## config.mk

```make
export PLATFORM = sky130hd
export DESIGN_NAME = dot_layer_sched_flat
export DESIGN_NICKNAME = d
export VERILOG_FILES = /design/src/rtl/dot_layer_if.sv /design/src/rtl/dot_layer_sched.sv /design/src/flat_wrapper.sv
export SDC_FILE = /design/constraint.sdc
export NUM_CORES = 1
export LEC_CHECK = 0
export ABC_AREA = 1
export BUFFER_PORTS_ARGS = -buffer_cell sky130_fd_sc_hd__buf_4
export CAP_MARGIN = 30
export CORE_MARGIN = 1
export CORE_UTILIZATION = 45
export CTS_CLUSTER_SIZE = 8
export DETAILED_ROUTE_END_ITERATION = 6
export PLACE_DENSITY = 0.82
export REMOVE_ABC_BUFFERS = 1
export SLEW_MARGIN = 25
export SYNTH_ARGS = -nofsm -noshare
export SYNTH_HDL_FRONTEND = slang
export SYNTH_SLANG_ARGS = --single-unit
```

## constraint.sdc

```tcl
create_clock -name clk -period 1.5 [get_ports clk]
set_input_delay 0.075 -clock clk [delete_from_list [all_inputs] [get_ports clk]]
set_output_delay 0.075 -clock clk [all_outputs]
set_load 0.005 [all_outputs]
```

## src/rtl/dot_layer_if.sv

```systemverilog
// dot_layer_sched_if
// Bundles the scheduler's datapath and result-handshake signals.
//   load      scheduler -> datapath   load/enable for one dot-channel pass
//   cs        scheduler -> weights    chunk select
//   dc_valid  datapath  -> scheduler  result valid
//   dc_q      datapath  -> scheduler  result value
//   res_valid scheduler -> downstream captured result is presented
//   res_ready downstream -> scheduler result accepted when high with res_valid
//   res_data  scheduler -> downstream captured result
//   res_ch    scheduler -> downstream channel index of res_data
// master = scheduler side, slave = datapath/downstream side.
`ifndef DATA_LEN
`define DATA_LEN 16
`endif

interface dot_layer_sched_if #(
    parameter int DW = `DATA_LEN
) ();
    logic          load;
    logic [3:0]    cs;
    logic          dc_valid;
    logic [DW-1:0] dc_q;
    logic          res_valid;
    logic          res_ready;
    logic [DW-1:0] res_data;
    logic [4:0]    res_ch;

    modport master (
        output load, cs, res_valid, res_data, res_ch,
        input  dc_valid, dc_q, res_ready
    );

    modport slave (
        input  load, cs, res_valid, res_data, res_ch,
        output dc_valid, dc_q, res_ready
    );
endinterface

```

## src/rtl/dot_layer_sched.sv

```systemverilog
// dot_layer_sched
// Sequences one layer run over NUM_CH output channels. For each channel it
// holds load low for one cycle, then raises load and steps the chunk select
// 0..NUM_CHUNK-1 until the datapath reports a result, which is captured and
// offered downstream with a valid/ready handshake. A watchdog aborts the
// run with an err pulse if the datapath stays silent for TIMEOUT cycles.
// Ports:
//   clk    in   sole clock, rising edge
//   rst_n  in   asynchronous active-low reset
//   start  in   begin a run (sampled in IDLE only)
//   abort  in   synchronous cancel of a run in progress
//   busy   out  high in every state except IDLE
//   done   out  one-cycle pulse after the last channel's result is accepted
//   err    out  one-cycle pulse on watchdog timeout
//   bus    master side of dot_layer_sched_if (load, cs, dc_*, res_*)
//
// state | meaning
// IDLE  | waiting for start, load=0, cs=0
// GAP   | one load-low cycle so the datapath always sees a 0->1 load edge
// RUN   | load=1, cs stepping 0..NUM_CHUNK-1
// HOLD  | load=1, cs parked at NUM_CHUNK-1, waiting for dc_valid
// OUT   | result presented, waiting for res_ready
// FIN   | done pulse, back to IDLE
`ifndef DATA_LEN
`define DATA_LEN 16
`endif

module dot_layer_sched #(
    parameter int NUM_CH    = 24,
    parameter int NUM_CHUNK = 12,
    parameter int DW        = `DATA_LEN,
    parameter int TIMEOUT   = 64
) (
    input  logic                   clk,
    input  logic                   rst_n,
    input  logic                   start,
    input  logic                   abort,
    output logic                   busy,
    output logic                   done,
    output logic                   err,
    dot_layer_sched_if.master      bus
);

    typedef enum logic [2:0] {
        IDLE = 3'd0,
        GAP  = 3'd1,
        RUN  = 3'd2,
        HOLD = 3'd3,
        OUT  = 3'd4,
        FIN  = 3'd5
    } state_t;

    localparam int TW = $clog2(TIMEOUT + 1);

    localparam logic [3:0]    CS_LAST = 4'(NUM_CHUNK - 1);
    localparam logic [4:0]    CH_LAST = 5'(NUM_CH - 1);
    localparam logic [TW-1:0] T_LAST  = TW'(TIMEOUT - 1);

    state_t        state;
    logic [4:0]    ch;
    logic [TW-1:0] tcnt;

    logic          load_r;
    logic [3:0]    cs_r;
    logic          res_valid_r;
    logic [DW-1:0] res_data_r;
    logic [4:0]    res_ch_r;

    assign bus.load      = load_r;
    assign bus.cs        = cs_r;
    assign bus.res_valid = res_valid_r;
    assign bus.res_data  = res_data_r;
    assign bus.res_ch    = res_ch_r;

    always_ff @(posedge clk or negedge rst_n) begin
        if (!rst_n) begin
            state       <= IDLE;
            ch          <= '0;
            tcnt        <= '0;
            load_r      <= 1'b0;
            cs_r        <= '0;
            res_valid_r <= 1'b0;
            res_data_r  <= '0;
            res_ch_r    <= '0;
            busy        <= 1'b0;
            done        <= 1'b0;
            err         <= 1'b0;
        end else begin
            done <= 1'b0;
            err  <= 1'b0;

            // Abort outranks a same-cycle dc_valid and a same-cycle handshake.
            if (abort && state != IDLE) begin
                state       <= IDLE;
                ch          <= '0;
                tcnt        <= '0;
                load_r      <= 1'b0;
                cs_r        <= '0;
                res_valid_r <= 1'b0;
                busy        <= 1'b0;
            end else begin
                case (state)
                    IDLE: begin
                        if (start) begin
                            state <= GAP;
                            ch    <= '0;
                            busy  <= 1'b1;
                        end
                    end

                    GAP: begin
                        state  <= RUN;
                        load_r <= 1'b1;
                        cs_r   <= '0;
                        tcnt   <= '0;
                    end

                    RUN, HOLD: begin
                        if (bus.dc_valid) begin
                            state       <= OUT;
                            load_r      <= 1'b0;
                            cs_r        <= '0;
                            res_valid_r <= 1'b1;
                            res_data_r  <= bus.dc_q;
                            res_ch_r    <= ch;
                        end else if (tcnt == T_LAST) begin
                            state  <= IDLE;
                            load_r <= 1'b0;
                            cs_r   <= '0;
                            ch     <= '0;
                            tcnt   <= '0;
                            busy   <= 1'b0;
                            err    <= 1'b1;
                        end else begin
                            tcnt <= tcnt + TW'(1);
                            // cs parks on the last chunk; HOLD simply keeps it there.
                            if (state == RUN) begin
                                if (cs_r == CS_LAST) begin
                                    state <= HOLD;
                                end else begin
                                    cs_r <= cs_r + 4'd1;
                                end
                            end
                        end
                    end

                    OUT: begin
                        if (bus.res_ready) begin
                            res_valid_r <= 1'b0;
                            if (ch == CH_LAST) begin
                                state <= FIN;
                                done  <= 1'b1;
                            end else begin
                                ch    <= ch + 5'd1;
                                state <= GAP;
                            end
                        end
                    end

                    FIN: begin
                        state <= IDLE;
                        ch    <= '0;
                        busy  <= 1'b0;
                    end

                    default: begin
                        state       <= IDLE;
                        load_r      <= 1'b0;
                        cs_r        <= '0;
                        res_valid_r <= 1'b0;
                        busy        <= 1'b0;
                    end
                endcase
            end
        end
    end

endmodule

```

## src/flat_wrapper.sv

```systemverilog
// flat-port wrapper written by rule: the top's interface ports become plain ports
module dot_layer_sched_flat 
#(
    parameter int NUM_CH    = 24,
    parameter int NUM_CHUNK = 12,
    parameter int DW        = `DATA_LEN,
    parameter int TIMEOUT   = 64
)
  (clk, rst_n, start, abort, busy, done, err, bus_load, bus_cs, bus_res_valid, bus_res_data, bus_res_ch, bus_dc_valid, bus_dc_q, bus_res_ready);
  dot_layer_sched_if #(.DW(DW)) bus_i ();
  input  logic clk;
  input  logic rst_n;
  input  logic start;
  input  logic abort;
  output logic busy;
  output logic done;
  output logic err;
  output wire logic [$bits(bus_i.load)-1:0] bus_load;
  output wire logic [$bits(bus_i.cs)-1:0] bus_cs;
  output wire logic [$bits(bus_i.res_valid)-1:0] bus_res_valid;
  output wire logic [$bits(bus_i.res_data)-1:0] bus_res_data;
  output wire logic [$bits(bus_i.res_ch)-1:0] bus_res_ch;
  input wire logic [$bits(bus_i.dc_valid)-1:0] bus_dc_valid;
  input wire logic [$bits(bus_i.dc_q)-1:0] bus_dc_q;
  input wire logic [$bits(bus_i.res_ready)-1:0] bus_res_ready;
  assign bus_load = bus_i.load;
  assign bus_cs = bus_i.cs;
  assign bus_res_valid = bus_i.res_valid;
  assign bus_res_data = bus_i.res_data;
  assign bus_res_ch = bus_i.res_ch;
  assign bus_i.dc_valid = bus_dc_valid;
  assign bus_i.dc_q = bus_dc_q;
  assign bus_i.res_ready = bus_res_ready;
  dot_layer_sched #(.NUM_CH(NUM_CH), .NUM_CHUNK(NUM_CHUNK), .DW(DW), .TIMEOUT(TIMEOUT)) u_core (.clk(clk), .rst_n(rst_n), .start(start), .abort(abort), .busy(busy), .done(done), .err(err), .bus(bus_i));
endmodule
```

## Word-level counts from Yosys, hierarchy flattened

Cells that the tools add are included.

| storage, ports and cells | value |
|---|---|
| bits in latches | 0 |
| memory bits (read-only) | 0 |
| output and inout port bits | 30 |
| memories | 0 |
| input port bits | 22 |
| register bits after elaboration | 45 |
| memory bits (writable) | 0 |

| operators by class | value |
|---|---|
| eq/ne operators | 21 |
| divide/modulo/power cells | 0 |
| shift operators | 0 |
| add/sub/neg operators | 3 |
| bitwise logic cells | 1 |
| multiplexer cells | 46 |
| $lt $le $gt $ge | 0 |
| reductions and logical operators | 17 |
| multiply operators | 0 |

Operator list:

| cell | count |
|---|---|
| 5-bit two-way mux | 6 |
| 3-bit two-way mux | 8 |
| 7-bit two-way mux | 3 |
| 4-bit two-way mux | 5 |
| 5-bit case mux with 4 select lines | 1 |
| 1-bit two-way mux | 17 |
| 3-bit by 2-bit != test with 1-bit output (second input constant) | 5 |
| 7-bit case mux with 2 select lines | 1 |
| 3-bit case mux with 4 select lines | 1 |
| 5-bit by 2-bit != test with 1-bit output (second input constant) | 2 |
| 1-bit case mux with 3 select lines | 3 |
| 3-bit AND reduction | 3 |
| 4-bit case mux with 2 select lines | 1 |
| 4-bit AND reduction | 2 |
| 7-bit by 1-bit adder with 7-bit output (second input constant) | 1 |
| 7-bit by 6-bit == test with 1-bit output (second input constant) | 1 |
| 3-bit by 2-bit == test with 1-bit output (second input constant) | 2 |
| 3-bit == test (second input constant) | 2 |
| 2-bit by 1-bit != test with 1-bit output (second input constant) | 3 |
| 6-bit AND reduction | 1 |
| 3-bit nonzero test | 2 |
| 3-bit OR reduction | 2 |
| 5-bit by 1-bit adder with 5-bit output (second input constant) | 1 |
| 5-bit == test (second input constant) | 1 |
| other kinds (12) | 14 |

## Depth between registers and ports, before layout

Gate-level depths: netlist (run 1).

| logic depth | value |
|---|---|
| depth after elaboration | 7 |
| depth in mapped cells | 10 |

## Worst setup path after synthesis (run 1)

OpenSTA, ideal clock, no wires.

| path | value |
|---|---|
| kind | register to register |
| start point | register u_core.tcnt[0] |
| end point | register u_core.ch[2] |
| library setup time | 0.117 ns |
| clock period less this slack | 1.535 ns |
| stages on the path, launching flop included | 11 |
| setup slack | -0.035 ns |
| data arrival time | 1.418 ns |
| data required time | 1.383 ns |
| cells stage by stage | dfrtp_1 > ha_1 > nand2_1 > nor2_1 > nand2_1 > nand2_1 > nand2_1 > nor2_4 > nand2_2 > nand2_1 > nand2_1 |

| between the ends | value |
|---|---|
| cells in the longest elaborated chain, start to end | 3 |

Ends and longest elaborated chain:

| element | line | text |
|---|---|---|
| start: declaration | dot_layer_sched.sv:61 | `logic [TW-1:0] tcnt;` |
| start signal: assignment | dot_layer_sched.sv:135 | `tcnt <= tcnt + TW'(1);` |
| 7-bit by 6-bit == test with 1-bit output | dot_layer_sched.sv:126 | `end else if (tcnt == T_LAST) begin` |
| 3-bit by 1-bit != test with 1-bit output (no line) | -- |  |
| 6-bit AND reduction (no line) | -- |  |
| end signal: assignment | dot_layer_sched.sv:154 | `ch <= ch + 5'd1;` |
| end: declaration | dot_layer_sched.sv:60 | `logic [4:0] ch;` |

Every way passes these cells.
A chain may end at the register's enable or synchronous reset.

## Final worst setup path (run 1)

| path | value |
|---|---|
| start point | register u_core.tcnt[1] |
| end point | register u_core.ch[2] |

Same word-level chain as after synthesis.

==> results of run 1 <==
-- logic make-up (layout without fill, tap and decap cells) --
group                      count (synthesis)  count (layout)
adders and majority gates                  3               3
xor gates and xnor gates                   5               5
muxes                                     20              20
DFF                                       45              45
and+or+nand+nor                          135             135
AOI/OAI and AO/OA                         11              11
buffers and inverters                     25             125
-- area by class of cell --
class	instances	area, um2	share of cell area (%)
flip-flops and latches	45	1130	34.0
well taps	67	83.8	2.53
multi-input cells	174	1120	33.6
clock inverters	2	37.5	1.13
inverters	23	86.3	2.60
clock buffers	6	82.6	2.49
repair buffers	94	783	23.6
-- flip-flops by register name (all words and copies together) (netlist names) --
signal	cells
u_core.tcnt	7
u_core.bus.cs	4
u_core.done	1
u_core.busy	1
u_core.bus.res_valid	1
u_core.err	1
u_core.bus.res_data	16
u_core.state	3
u_core.ch	5
u_core.bus.load	1
u_core.bus.res_ch	5
-- placed cells by master, fill, tap and decap left out, drive strengths merged --
| master | count |
|---|---|
| o21ai | 6 |
| dlygate4sd3 | 16 |
| nand3b | 3 |
| clkinvlp | 1 |
| xnor2 | 1 |
| nor2 | 30 |
| nor3 | 1 |
| inv | 23 |
| o2111ai | 1 |
| nand3 | 24 |
| or2 | 1 |
| xor2 | 4 |
| mux2 | 19 |
| a21oi | 4 |
| nand4 | 2 |
| mux2i | 1 |
| clkbuf | 6 |
| nand2 | 74 |
| ha | 3 |
| dfrtp | 45 |
| bufinv | 1 |
| buf | 78 |
-- Yosys cell counts --
| cell | n |
|---|---|
| a21oi_1 | 4 |
| buf_6 | 2 |
| dfrtp_1 | 45 |
| ha_1 | 3 |
| inv_1 | 22 |
| inv_2 | 1 |
| mux2_2 | 6 |
| mux2_4 | 13 |
| mux2i_1 | 1 |
| nand2_1 | 69 |
| nand2_2 | 3 |
| nand2_4 | 1 |
| nand2_8 | 1 |
| nand3_1 | 24 |
| nand3b_1 | 3 |
| nand4_1 | 2 |
| nor2_1 | 26 |
| nor2_2 | 2 |
| nor2_4 | 2 |
| nor3_1 | 1 |
| o2111ai_1 | 1 |
| o21ai_0 | 4 |
| o21ai_1 | 1 |
| o21ai_2 | 1 |
| or2_2 | 1 |
| xnor2_1 | 1 |
| xor2_1 | 4 |
-- critical path, cell delays in order (launching register included) --
cell and delay [ps]:
dfrtp_1 370, ha_2 190, nand2_2 90, nor2_4 170, nand2_4 90, nand2_2 100, nand2_2 60, nor2_4 190
nand2_4 100, nand2_2 70, nand2_1 40
-- repair_timing --
action,CTS,global route
cloned,0,0
hold endpoints to repair,59,1
pin swaps,0,10
endpoints found under the setup margin,11,34
setup buffers,1,7
resized for setup,4,24
hold buffers,15,1
-- through the flow --
stage / hold slack [ps] / TNS, ps / area [um2]
final: 12.4 / -444 / 3320
after global routing: 1.59 / -2120 / 3320
after floorplan: -221 / -205 / 2240
after detailed placement: 113 / -314 / 2880
after global placement: 103 / 0 / 2880
after CTS: 0.00255 / 0 / 3170
-- power by group --
group | total (mW) | switching, mW | internal (mW) | leakage [nW]
combinational | 2.65 | 1.27 | 1.38 | 1.13
sequential | 1.83 | 0.270 | 1.56 | 0.588
clock | 0.973 | 0.431 | 0.542 | 0.0574
total | 5.46 | 1.97 | 3.49 | 1.77
-- final timing paths --
kind                                      endpoint  cells past startpoint  slack, ps
max                                   u_core.ch[2]                     10        -70
min reg2reg                        u_core.bus.load                      2        490
min                         u_core.bus.res_data[3]                      2         10
max reg2reg                           u_core.ch[2]                     10        -70
min in group asynchronous  u_core.bus.res_data[12]                      2        310
max in group asynchronous          u_core.state[1]                      2        790
-- metal layers --
metal / track usage (%) / vias up / share of wire, %
met5: 0 / - / 0
met4: 5.23 / 0 / 1.4
met3: 6.35 / 11 / 5.9
met2: 40.7 / 68 / 53
met1: 26.7 / 978 / 40
li1: - / 980 / -
==> metrics.txt, run 1 <==
run status=finished, violations left; failing checks=setup timing; Finished Core Util=69.3%; first-pass GRT wire length=9030 um; Final WS setup=-73.1 ps; post-route clock period utilization=105%; drc violations=0; post-synthesis share of cell area spent on full adders, half adders and majority gates=under 10%; Pleak=~1.8 nW; CTS tree=yes; DIE AREA=5310 um2; top cells by area, synth=dfrtp_1 50%, nand2_1 11%, mux2_4 8.6%; CTS Buf Count=5; vias per cell=4.96; placed cell count=between 300 and 400; Final Critical Period=1570 ps; layout net count=~370; clock slew seen by the registers of the worst setup and hold paths=90 ps; post-synth cell types=27; post-synthesis compound-gate area fraction=2.77%; Layout area overhead=46.8%; fmax=0.636 GHz; I/O Buffers=51; RSZ-0062 raised after global routing=true; synth warn=0; post-route insts no fill=411; pin count of the biggest net entering global routing=46; Die Span Y=72.9 um; main combinational cell family by area after synthesis=simple AND/OR/NAND/NOR gates; # rows=25; Worst-Margin Slew=around 570 ps; simple-gate area share of the yosys netlist=26.9%; clock skew=13.5 ps; clock root cell=clkbuf_8; Avg WL per Cell=about 14 um; share of the synthesized area in the top cell type=49.8%; crit path max fanout=6; cell taking the most area after synthesis=dfrtp_1; Pre-antenna DRT Iters=4; Seq cells post-synth=45; Die X=about 73 um; min-delay src=bus_dc_q[3]; Setup-failing EPs final=12; antenna violations before repair=0; total wire length=between 5000 and 6000 um; H-tree lvl count=2; vias in the first global route=1995; GRT Total Usage=between 20 and 25%; global route overflow=0; reg2reg start=u_core.tcnt[1]; Mean Syn Cell Area=9.26 um2; layout cells sized above 1=39.8%; Min-Delay Path Class=in2reg; Slew HR=62.1%; total number of vias=around 2000; Arr. time, crit path=1770 ps; Post-Synthesis Cells=about 240; Seq/Total Area, Yosys=49.8%; Max Slew Vio Count=0; Initial Util=47.2%; CP endpoint kind=flip-flop; CP startpoint=u_core.tcnt[1]; Core Footprint=4790 um2; Req. time, crit path=around 1700 ps; overall power=~5.5 mW; I/O pin count=52; fillers=334; dpl hpwl=3650 um; Clock Latency Late Sink=310 ps; clk buf depth=2; ANT cells=0; mux share of post-synthesis cell area=approximately an eighth; mapped cell area=~2300 um2; first-iteration detailed-routing DRC count=about 110; crit path launch type=flip-flop; PwrDens=1650 nW/um2; antenna viol nets, final=0; worst vdd ir=0.00109 V; post-place setup slack=-65.0 ps; critical path class=reg2reg; MaxCap Viol Count=0; Hold Vio Cnt, Final=0; XOR/XNOR share of the synthesized area=1.94%; GP Congestion=approximately 0.87; CTS sink cnt=45
No activity file was read; power rests on OpenSTA's default activity.
==> inputs of run 2 (changes only) <==
Settings changed: GPL_TIMING_DRIVEN set to 0.
==> metrics.txt, run 2 (synthesized netlist as in run 1, its figures left out) <==
run status=finished, violations left; failing checks=setup timing; worst vdd ir=0.000982 V (-9.6%); setup_tns=-362 ps (+82.0 ps); Avg WL per Cell=15.5 um (+7.7%); Pre-antenna DRT Iters=4 (unchanged); dpl hpwl=3170 um (-13%); Arr. time, crit path=1740 ps (-30 ps); Clock Latency Late Sink=300 ps (about the same); post-route clock period utilization=103% (-2.1 points); Layout area overhead=47.1%; layout net count=364 (-1.1%); Initial Util=47.2% (unchanged); GRT Total Usage=22.7% (+0.14 points); # rows=25 (unchanged); WHS Path Cells=2 (unchanged); Reg area=1130 um2 (unchanged); reg2reg start=u_core.state[2]; Slew HR=62.8% (+0.69 points); GP Congestion=0.831 (-4.2%); clock root cell=clkbuf_8; antenna violations before repair=0 (unchanged); first-pass GRT wire length=9080 um (+0.61%); DIE AREA=5310 um2 (unchanged); clock skew=7.85 ps (-5.68 ps); Setup-failing EPs final=13 (+1); antenna viol nets, final=0 (unchanged); clock slew seen by the registers of the worst setup and hold paths=90 ps (about the same); CTS sink cnt=45 (unchanged); commonest cells after routing, fill and taps aside=70 x buf_4, 56 x nand2_1, 44 x dfrtp_1; crit path launch type=flip-flop; fillers=318 (-4.8%); drc violations=0 (unchanged); Final WS setup=-42.1 ps (+31.0 ps); CP endpoint kind=flip-flop; worst reg2reg endpoint=u_core.ch[1]; first-iteration detailed-routing DRC count=167 (+59%); Die X=72.9 um (unchanged); Finished Core Util=69.5% (+0.16 points); I/O Buffers=51 (unchanged); clk buf depth=2 (unchanged); Worst-Margin Slew=557 ps (-10.4 ps); CTS tree=yes; RSZ-0062 raised after global routing=true; Max Slew Vio Count=0 (unchanged); ANT cells=0 (unchanged); Die Span Y=72.9 um (unchanged); Min-Delay Path Class=in2reg; critical path class=reg2reg; PwrDens=1670 nW/um2 (+1.6%); multi-input logic area=1220 um2 (+9.3%); crit path max fanout=5 (-1); R2R cell count=10 (unchanged); global route overflow=0 (unchanged); I/O pin count=52 (unchanged); max FFs per register=16 (unchanged); pin count of the biggest net entering global routing=46 (unchanged); hold endpoint=u_core.bus.res_data[9]; vias per cell=5.16 (+4.1%); Hold Vio Cnt, Final=0 (unchanged); layout cells sized above 1=41.8% (+1.9 points); CTS Buf Count=5 (unchanged); vias in the first global route=1972 (-1.2%); H-tree lvl count=2 (unchanged); Pleak=1.74 nW (-1.6%); R2R Setup Slk=-40 ps (+30 ps); Final Critical Period=1540 ps (-31.0 ps); total wire length=6310 um (+6.7%); Req. time, crit path=1700 ps (about the same); Core Footprint=4790 um2 (unchanged); MaxCap Viol Count=0 (unchanged); fmax=0.648 GHz (+2.0%); commonest non-fill, non-tap cell in the layout=buf_4; total number of vias=2099 (+3.0%); min-delay src=bus_dc_q[9]
-- run 2: changes by cell type in the layout (fill, tap and decap cells not counted), sizes merged --
cell / delta
o21ai: +1
buf: -2
nand2: +2
clkbuf: +1
bufinv: -1
dlygate4sd3: -5
-- run 2: worst max-delay path, cell delays in order, from the launching register on --
cell     delay [ps]
dfrtp_1         410
inv_2           140
buf_4           150
nand3_1         120
inv_1           180
nand2_4          80
nand2_4          70
nor2_4           60
buf_6           110
nand3_1          70
nand2_2          40
-- run 2: worst max path at each step --
stage,startpoint,to,slack (ps),cells past startpoint
final,u_core.state[2],u_core.ch[1],-40,10
after global routing,u_core.state[2],u_core.ch[0],-120,10
after CTS,u_core.ch[0],u_core.ch[0],-2,7
after detailed placement,u_core.tcnt[0],u_core.bus.cs[1],-320,10
after global placement,u_core.tcnt[0],u_core.ch[4],-260,10
after floorplan,u_core.tcnt[0],u_core.ch[2],-40,10
-- run 2: cell type report --
class | count | share of cell area [%]
timing repair buffer | 87 | 21.7
clock buffer | 7 | 2.30
sequential | 45 | 33.9
multi-input combinational | 177 | 36.7
tap | 67 | 2.52
clock inverter | 1 | 0.226
inverter | 23 | 2.67
-- run 2: what timing repair did --
action,4_1_cts,5_1_grt
hold endpoints to repair,54,1
buffers inserted,12,13
cloned,2,1
pin swaps,7,13
endpoints found under the setup margin,37,22
resized for setup,18,30
hold buffers,10,1
-- run 2: metal layers --
layer | GRT usage, % | share of wire, % | vias up
li1 | - | - | 977
met1 | 27.1 | 38 | 1021
met2 | 40.2 | 52 | 81
met3 | 5.11 | 6.1 | 20
met4 | 8.28 | 3.3 | 0
met5 | 0 | 0 | -
-- run 2: per-stage QoR --
| step | area [um2] | setup WS (ps) | total power, mW | hold WS, ps | instances |
|---|---|---|---|---|---|
| finish | 3320 | -42.1 | 5.56 | 2.10 | 407 |
| CTS | 3080 | -2.06 | 4.95 | 0.335 | 392 |
| global route | 3320 | -120 | 5.85 | -1.31 | 407 |
| global placement | 2700 | -264 | 3.80 | 106 | 360 |
| detailed placement | 2700 | -325 | 3.86 | 108 | 360 |
| floorplan | 2240 | -35.2 | 3.07 | -221 | 242 |
-- run 2: report_power, final --
part | switching [mW] | leakage, nW | internal (mW) | total, mW
combinational | 1.50 | 1.12 | 1.48 | 2.98
clock | 0.414 | 0.0385 | 0.330 | 0.744
sequential | 0.271 | 0.588 | 1.56 | 1.83
==> inputs of run 3 (changes only) <==
Settings changed: CORE_ASPECT_RATIO set to 0.9, SLEW_MARGIN 25 to not set.
==> metrics.txt, run 3 (synthesized netlist as in run 1, its figures left out) <==
MaxCap Viol Count=0 (unchanged); antenna violations before repair=0 (unchanged); I/O Buffers=51 (unchanged); part of the power in combinational logic=54.0% (+0.4 points); Pre-antenna DRT Iters=4 (unchanged); commonest non-fill, non-tap cell in the layout=buf_4; Req. time, crit path=1740 ps (+40 ps); CP max-delay cell=dfrtp_1; sequential share of power=32.7% (-0.3 points); pin count of the biggest net entering global routing=46 (unchanged); dpl hpwl=3260 um (+3.0%); run status=finished, violations left; Final WS setup=-112 ps (-70.4 ps); H-tree lvl count=2 (unchanged); Final Critical Period=1610 ps (+70.4 ps); global route overflow=0 (unchanged); DRT met1 WL=2580 um (+6.8%); max FFs per register=16 (unchanged); Avg WL per Cell=15.6 um (+0.44%); CP bufs+invs=1 (-3); post-route clock period utilization=107% (+4.7 points); CTS Buf Count=5 (unchanged); crit-path max cell delay=370 ps (-40 ps); Hold Vio Cnt, Final=0 (unchanged); Clock Latency Late Sink=310 ps (about the same); clock share of power=13.4% (about the same); Pleak=1.76 nW (+0.70%); met2 wire length=3060 um (-7.3%); internal power=3.45 mW (+2.4%); crit path launch type=flip-flop; vias per cell=5.20 (+0.74%); commonest cells after routing, fill and taps aside=71 x buf_4, 58 x nand2_1, 42 x dfrtp_1; Die X=76.7 um (+5.3%); ANT cells=0 (unchanged); CTS tree=yes; worst vdd ir=0.000775 V (-21%); Die Span Y=69.2 um (-5.0%); CP most frequent cell=nand2_4; Max Slew Vio Count=0 (unchanged); Min-Delay Path Class=in2reg; I/O pin count=52 (unchanged); GP Congestion=0.895 (+7.6%); Slew HR=63.4% (+0.57 points); failing checks=setup timing; net switching power=2.12 mW (-2.8%); cell family with most CP delay=simple AND/OR/NAND/NOR gates; antenna viol nets, final=0 (unchanged); CP endpoint kind=flip-flop; CTS sink cnt=45 (unchanged); overall power=5.57 mW (+0.35%); layout net count=363 (-0.27%); crit path max fanout=5 (unchanged); setup_tns=-844 ps (-482 ps); Layout area overhead=48.3%; total wire length=6290 um (-0.30%); GRT Total Usage=20.5% (-2.2 points); Worst-Margin Slew=549 ps (-8.48 ps); vias in the first global route=1866 (-5.4%); routed wl met3=400 um (+3.6%); uppermost routed layer=met4; first-pass GRT wire length=8480 um (-6.6%); # rows=24 (-4.0%); Setup-failing EPs final=23 (+10); layout cells sized above 1=42.8% (+1.0 points); clock slew seen by the registers of the worst setup and hold paths=90 ps (about the same); first-iteration detailed-routing DRC count=151 (-9.6%); critical path class=reg2reg; PwrDens=1660 nW/um2 (-0.48%); DIE AREA=5310 um2 (about the same); RSZ-0062 raised after global routing=true; Critical Path, Cell by Cell=ha_2, nand2_2, nor2_4, nand2_4, nand2_4, nand2_4, nor2_4, buf_4, nand3_1, nand2_1; fmax=0.620 GHz (-4.4%); Sw Ratio=38.1% (-1.2 points); Core Footprint=4830 um2 (+1.0%); clock root cell=clkbuf_8; Arr. time, crit path=1850 ps (+110 ps); total number of vias=2099 (unchanged); clock skew=11.5 ps (+3.70 ps); drc violations=0 (unchanged); clk buf depth=2 (unchanged); Initial Util=46.7% (-0.48 points)
## run 3: final timing paths
kind | startpoint | end | slack, ps | cells past startpoint
min in group asynchronous | rst_n | u_core.bus.cs[3] | 290 | 2
max in group asynchronous | rst_n | u_core.state[1] | 790 | 2
setup reg to reg | u_core.tcnt[0] | u_core.ch[4] | -110 | 10
hold / removal | bus_dc_q[4] | u_core.bus.res_data[4] | 7 | 2
hold reg to reg | u_core.bus.load | u_core.bus.load | 480 | 2
setup / recovery | u_core.tcnt[0] | u_core.ch[4] | -110 | 10
## run 3: area by class of cell
cell class / instances / area [um2]
clock inverter: 2 / 15.0
multi-input combinational: 175 / 1200
sequential: 45 / 1130
clock buffer: 6 / 72.6
tap: 65 / 81.3
inverter: 23 / 88.8
fill: 333 / 1480
timing repair buffer: 88 / 762
## run 3: power by group through the flow
stage | Combinational (mW) | Clock (mW) | Sequential [mW]
3_3_place_gp | 2.00 | 0 | 1.79
6_report | 3.01 | 0.746 | 1.82
4_1_cts | 2.34 | 0.763 | 1.79
3_5_place_dp | 2.03 | 0 | 1.82
5_1_grt | 3.24 | 0.818 | 1.87
2_1_floorplan | 1.26 | 0 | 1.81
## run 3: worst register-to-register path, cell delays in order, from the launching register on
cell	delay (ps)
dfrtp_1	370
ha_2	210
nand2_2	90
nor2_4	130
nand2_4	90
nand2_4	90
nand2_4	50
nor2_4	180
buf_4	150
nand3_1	90
nand2_1	110
## run 3: layer usage
metal,vias to the layer above,track usage (%)
li1,975,-
met2,108,32.2
met1,988,26.8
met3,28,4.47
met5,-,0
met4,0,10.3
## run 3: per-stage QoR
stage | area (um2) | worst slack, ps | util [%] | hold slack [ps] | std cells
2_1_floorplan | 2240 | -35.2 | - | -221 | 242
5_1_grt | 3350 | -189 | 69.3 | -0.923 | 404
6_report | 3350 | -112 | 69.3 | 6.57 | 404
4_1_cts | 3050 | -28.3 | 63.2 | 0.715 | 388
3_5_place_dp | 2700 | -313 | 55.9 | 101 | 358
3_3_place_gp | 2700 | -251 | 55.9 | 100 | 358
## run 3: timing repair
item | in CTS | in global routing
gates resized for setup | 17 | 31
gates cloned | 1 | 1
endpoints found under the setup margin | 37 | 39
buffers inserted | 12 | 15
hold buffers | 9 | 0
pin swaps | 7 | 13
hold endpoints to repair | 53 | 0
